**config.mk**
```make
export PLATFORM = sky130hd
export DESIGN_NAME = xy_bin_arbiter
export DESIGN_NICKNAME = d
export VERILOG_FILES = /design/src/rtl/xy_bin_arbiter.sv
export SDC_FILE = /design/constraint.sdc
export NUM_CORES = 1
export LEC_CHECK = 0
export ABC_CLOCK_PERIOD_IN_PS = 5800
export CAP_MARGIN = 20
export CORE_MARGIN = 2
export CORE_UTILIZATION = 47
export CTS_CLUSTER_SIZE = 10
export DETAILED_ROUTE_END_ITERATION = 10
export HOLD_SLACK_MARGIN = 0.05
export PLACE_DENSITY = 0.93
export SYNTH_ARGS = -nofsm -noshare
export SYNTH_HDL_FRONTEND = slang
export SYNTH_SLANG_ARGS = --single-unit
export TNS_END_PERCENT = 10
```
**constraint.sdc**
```tcl
create_clock -name clk -period 5.8 [get_ports clk]
set_input_delay 1.16 -clock clk [delete_from_list [all_inputs] [get_ports clk]]
set_output_delay 1.16 -clock clk [all_outputs]
set_load 0.005 [all_outputs]
```
**src/rtl/xy_bin_arbiter.sv**
```systemverilog
// Shares the single port of the xy_bin edge BRAM between VGA readout (port 0), the SD loader
// (port 1) and the contour tracer (port 2), and returns read data tagged to the originating port.
module xy_bin_arbiter #(
   parameter int unsigned READ_LATENCY = 2,
   parameter int unsigned MAX_WAIT     = 15
) (
   input  logic        clk,
   input  logic        reset,
   input  logic [2:0]  req,
   input  logic [2:0]  we,
   input  logic [18:0] addr0,
   input  logic [18:0] addr1,
   input  logic [18:0] addr2,
   input  logic [2:0]  din1,
   input  logic [2:0]  din2,
   output logic [2:0]  gnt,
   output logic [2:0]  rvalid,
   output logic [2:0]  rdata,
   output logic [18:0] bram_addr,
   output logic [2:0]  bram_din,
   output logic        bram_we,
   output logic        bram_en,
   input  logic [2:0]  bram_dout,
   output logic [15:0] grant_count
);

   localparam logic [7:0] MaxWait = 8'(MAX_WAIT);

   logic                         rr_ptr_q;   // 0: port 1 preferred next
   logic [7:0]                   wait1_q;
   logic [7:0]                   wait2_q;
   logic                         ovr_q;      // previous cycle was a starvation override
   logic [READ_LATENCY:0][2:0]   tag_q;      // one-hot port of each read in flight

   logic       rr_win1;
   logic       rr_win2;
   logic       starve;
   logic [2:0] rd_gnt;
   logic       unused_we0;

   assign unused_we0 = we[0];

   always_comb begin
      rr_win1 = req[1] & (~req[2] | ~rr_ptr_q);
      rr_win2 = req[2] & (~req[1] | rr_ptr_q);
      // Overrides are never back-to-back, so port 0 always gets the cycle after one.
      starve  = ~ovr_q & ((rr_win1 & (wait1_q >= MaxWait)) |
                          (rr_win2 & (wait2_q >= MaxWait)));
      gnt = 3'b000;
      if (!reset) begin
         if (req[0] && !starve) begin
            gnt[0] = 1'b1;
         end else if (rr_win1) begin
            gnt[1] = 1'b1;
         end else if (rr_win2) begin
            gnt[2] = 1'b1;
         end
      end
      rd_gnt = gnt & ~{we[2:1], 1'b0};
   end

   always_ff @(posedge clk) begin
      if (reset) begin
         rr_ptr_q    <= 1'b0;
         wait1_q     <= '0;
         wait2_q     <= '0;
         ovr_q       <= 1'b0;
         tag_q       <= '0;
         rvalid      <= '0;
         rdata       <= '0;
         bram_addr   <= '0;
         bram_din    <= '0;
         bram_we     <= 1'b0;
         bram_en     <= 1'b0;
         grant_count <= '0;
      end else begin
         ovr_q <= starve & req[0];

         if (gnt[1]) begin
            rr_ptr_q <= 1'b1;
         end else if (gnt[2]) begin
            rr_ptr_q <= 1'b0;
         end

         if (req[1] && !gnt[1]) begin
            wait1_q <= (wait1_q == 8'hFF) ? wait1_q : wait1_q + 8'd1;
         end else begin
            wait1_q <= '0;
         end
         if (req[2] && !gnt[2]) begin
            wait2_q <= (wait2_q == 8'hFF) ? wait2_q : wait2_q + 8'd1;
         end else begin
            wait2_q <= '0;
         end

         if (|gnt) begin
            bram_en <= 1'b1;
            bram_we <= (gnt[1] & we[1]) | (gnt[2] & we[2]);
            unique case (1'b1)
               gnt[0]: bram_addr <= addr0;
               gnt[1]: begin
                  bram_addr <= addr1;
                  bram_din  <= din1;
               end
               gnt[2]: begin
                  bram_addr <= addr2;
                  bram_din  <= din2;
               end
               default: bram_addr <= bram_addr;
            endcase
            if (grant_count != 16'hFFFF) begin
               grant_count <= grant_count + 16'd1;
            end
         end else begin
            bram_en <= 1'b0;
            bram_we <= 1'b0;
         end

         tag_q  <= {tag_q[READ_LATENCY-1:0], rd_gnt};
         rvalid <= tag_q[READ_LATENCY];
         if (|tag_q[READ_LATENCY]) begin
            rdata <= bram_dout;
         end
      end
   end

endmodule
```
==> impl_metrics.env <==
export IMPL_status="complete, no violations"
export IMPL_finalHoldViolCount=0
export IMPL_synth_top_area_cell="dfxtp_1"
export IMPL_finalSetupViolations=0
export IMPL_crit_chain="clkdlybuf4s50_1, clkinv_1, nand2_1, a211o_1, inv_1, clkdlybuf4s50_1"
export IMPL_postCtsSetupBuffers=0
export IMPL_combPwrFrac_pct=14.5
export IMPL_synth_area_per_cell_um2=9.19
export IMPL_min_path_cells=1
export IMPL_htree_levels=3
export IMPL_yosysMostFrequentCell="dfxtp_1"
export IMPL_required_ns=4.64
export IMPL_tns_ns=0
export IMPL_period_share_pct=79.8
export IMPL_start_util_pct=48.7
export IMPL_rows=29
export IMPL_overflow=0
export IMPL_yosys_top_cells_count="73 x dfxtp_1, 35 x nor2_1, 33 x nand2_1, 19 x a22oi_1, 19 x o221ai_1"
export IMPL_fill_cells=462
export IMPL_maxSlewHeadroom_pct=55.1
export IMPL_critical_path_max_stage_delay_ns=0.62
export IMPL_io_pins=123
export IMPL_routedWlPerCell_um=15.6
export IMPL_fin_nets=530
export IMPL_cts_tree="done"
export IMPL_p_per_area_nw_per_um2=236
export IMPL_p_sw_w=0.000283
export IMPL_tightest_slew_ns=0.673
export IMPL_synth_seq_cells=73
export IMPL_synth_top_cell_area_share_pct=47.3
export IMPL_power_frac_clock_pct=35.0
export IMPL_drive_above_1_share_pct=5.24
export IMPL_fin_skew_ns=0.0134
export IMPL_antennaDiodeCount=0
export IMPL_io_buffers=121
export IMPL_groute_usage_overall_pct=24.1
export IMPL_synth_async_sr_flop_share_pct=0
export IMPL_clkSinkCount=73
export IMPL_grt_pass1_wl_um=13900
export IMPL_ctsHoldBuffers=0
export IMPL_remaining_drc_errors=0
export IMPL_cp_arrival_ns=3.47
export IMPL_slew_violations=0
export IMPL_seqPwrFrac_pct=50.4
export IMPL_synthCells=336
export IMPL_clock_path_buffers=2
export IMPL_die_y_um=85.1
export IMPL_grt_pass1_vias=3037
export IMPL_syn_nets=413
export IMPL_p_sw_share_pct=26.5
export IMPL_numCtsBuffers=9
export IMPL_core_area_um2=6350
export IMPL_ir_drop_mv=0.167
export IMPL_end_kind="output port"
export IMPL_min_path_type="flop to flop"
export IMPL_slowest_stage="clkdlybuf4s50_1"
export IMPL_clk_pin_slew_worst_paths_ns=0.08
export IMPL_p_leak_nw=1.70
export IMPL_cp_max_fo=21
export IMPL_clk_latency_ns=0.36
export IMPL_cts_resized=0
export IMPL_synth_edf_count=0
export IMPL_dieArea_um2=7240
export IMPL_start_kind="input port"
export IMPL_drtIter0Drc=137
export IMPL_vias=3066
export IMPL_dp_hpwl_um=6010
export IMPL_antenna_left=0
export IMPL_cpMostUsedCell="clkdlybuf4s50_1"
export IMPL_rsz0062_at_grt="false"
export IMPL_reg2reg_depth=7
export IMPL_drv_cap=0
export IMPL_synth_flop_cell="dfxtp_1"
export IMPL_first_pass_iters=4
export IMPL_fmax_ghz=0.216
export IMPL_grt_max_degree=35
export IMPL_syn_area_um2=3090
export IMPL_grt_antenna_before_repair=0
export IMPL_area_growth_pct=46.5
export IMPL_critPathKind="input port to output port"
export IMPL_globalplace_congestion=0.812
export IMPL_synth_distinct_cells=48
export IMPL_min_period_ns=4.63
export IMPL_synth_area_top_cells="dfxtp_1 47%, o221ai_1 5.4%, a22oi_1 4.6%"
export IMPL_yosysSeqAreaShare_pct=47.3
export IMPL_whs_ns=0.447
export IMPL_drt_wl_total_um=8320
export IMPL_die_w_um=85.1
export IMPL_cts_root_buf="clkbuf_8"
export IMPL_cellInternalPower_w=0.000785
export IMPL_synth_warnings=0
export IMPL_viasPerCell=5.73
-- logic make-up after synthesis --
family                   count (synthesis)  synth area share [%]
AO/OA/AOI/OAI                           77                  19.4
XOR/XNOR                                15                  4.25
adder cells (fa/ha/maj)                  3                  1.22
buffers and inverters                   25                  3.44
flip-flops                              73                  47.3
multiplexers                            11                  3.56
AND/OR/NAND/NOR                        132                  20.9
-- power by group through the flow --
stage	combinational, W	sequential [W]	clock, W
final	0.000155	0.000538	0.000374
after global routing	0.000169	0.000542	0.000405
after CTS	0.000156	0.000538	0.000381
after detailed placement	0.000155	0.000550	0
after global placement	0.000151	0.000548	0
after floorplan	0.0000502	0.000550	0
-- worst max-delay path: cells and delay by family --
kind	cells	cell delay (ns)
AOI/OAI and AO/OA	1	0.42
buffers and inverters	4	1.79
and+or+nand+nor	1	0.08
-- final timing paths --
kind / slack [ns] / from / to
setup / recovery: 1.17 / reset / gnt[2]
setup reg to reg: 3.43 / wait1_q[0] / bram_din[0]
hold / removal: 0.45 / tag_q[3] / tag_q[6]
hold reg to reg: 0.45 / tag_q[3] / tag_q[6]
-- cells in the final DEF, fill, tap and decap left out, types with 2 or more instances in the layout --
master,netlist,layout
or4_1,3,3
a22oi_1,19,19
inv_6,0,3
nand4_1,11,11
nor3_1,12,12
buf_4,1,4
a211oi_1,2,2
xor2_1,10,10
ha_1,3,3
and4_1,2,2
inv_1,5,5
nor2_1,35,35
nand3_1,9,9
o21ai_0,7,7
and2_1,3,3
a31oi_1,2,2
a211o_1,2,2
mux2i_1,11,11
o221ai_1,19,19
nand2_1,33,33
clkdlybuf4s50_1,0,121
a21oi_1,7,7
or3_1,3,3
and3_1,6,6
xnor2_1,5,5
clkbuf_8,0,9
dfxtp_1,73,73
o211ai_1,5,5
a311oi_1,2,2
nor2b_1,11,11
clkinvlp_4,0,3
-- flip-flops by register name (all words and copies together) (netlist names), 3 cells and up --
register,flops
bram_addr,19
grant_count,16
rdata,3
wait1_q,8
rvalid,3
bram_din,3
wait2_q,8
tag_q,9
-- final cells by class --
type,instances,area (um^2),area share (%)
Clock buffer,9,124,2.74
Clock inverter,7,60.1,1.33
Tap cell,77,96.3,2.13
Timing Repair Buffer,125,1240,27.4
Sequential cell,73,1460,32.3
Multi-Input combinational cell,238,1520,33.6
Inverter,6,22.5,0.498
-- per-stage QoR --
step	std cells	power [W]	util [%]	worst slack (ns)	instance area, um^2
final	535	0.00107	71.3	1.17	4530
after global routing	535	0.00112	71.3	1.03	4530
after detailed placement	519	0.000705	68.4	1.18	4340
after CTS	535	0.00108	71.3	1.17	4530
after floorplan	336	0.000600	-	2.16	3090
after global placement	519	0.000700	68.4	1.25	4340
-- layer usage --
metal  global-route usage (%)  part of all wire [%]
met5                        0                     0
met4                     12.0                   2.9
met3                     7.00                   8.0
met2                     41.1                    50
met1                     27.5                    39
Power figures use the tool's default switching activity.
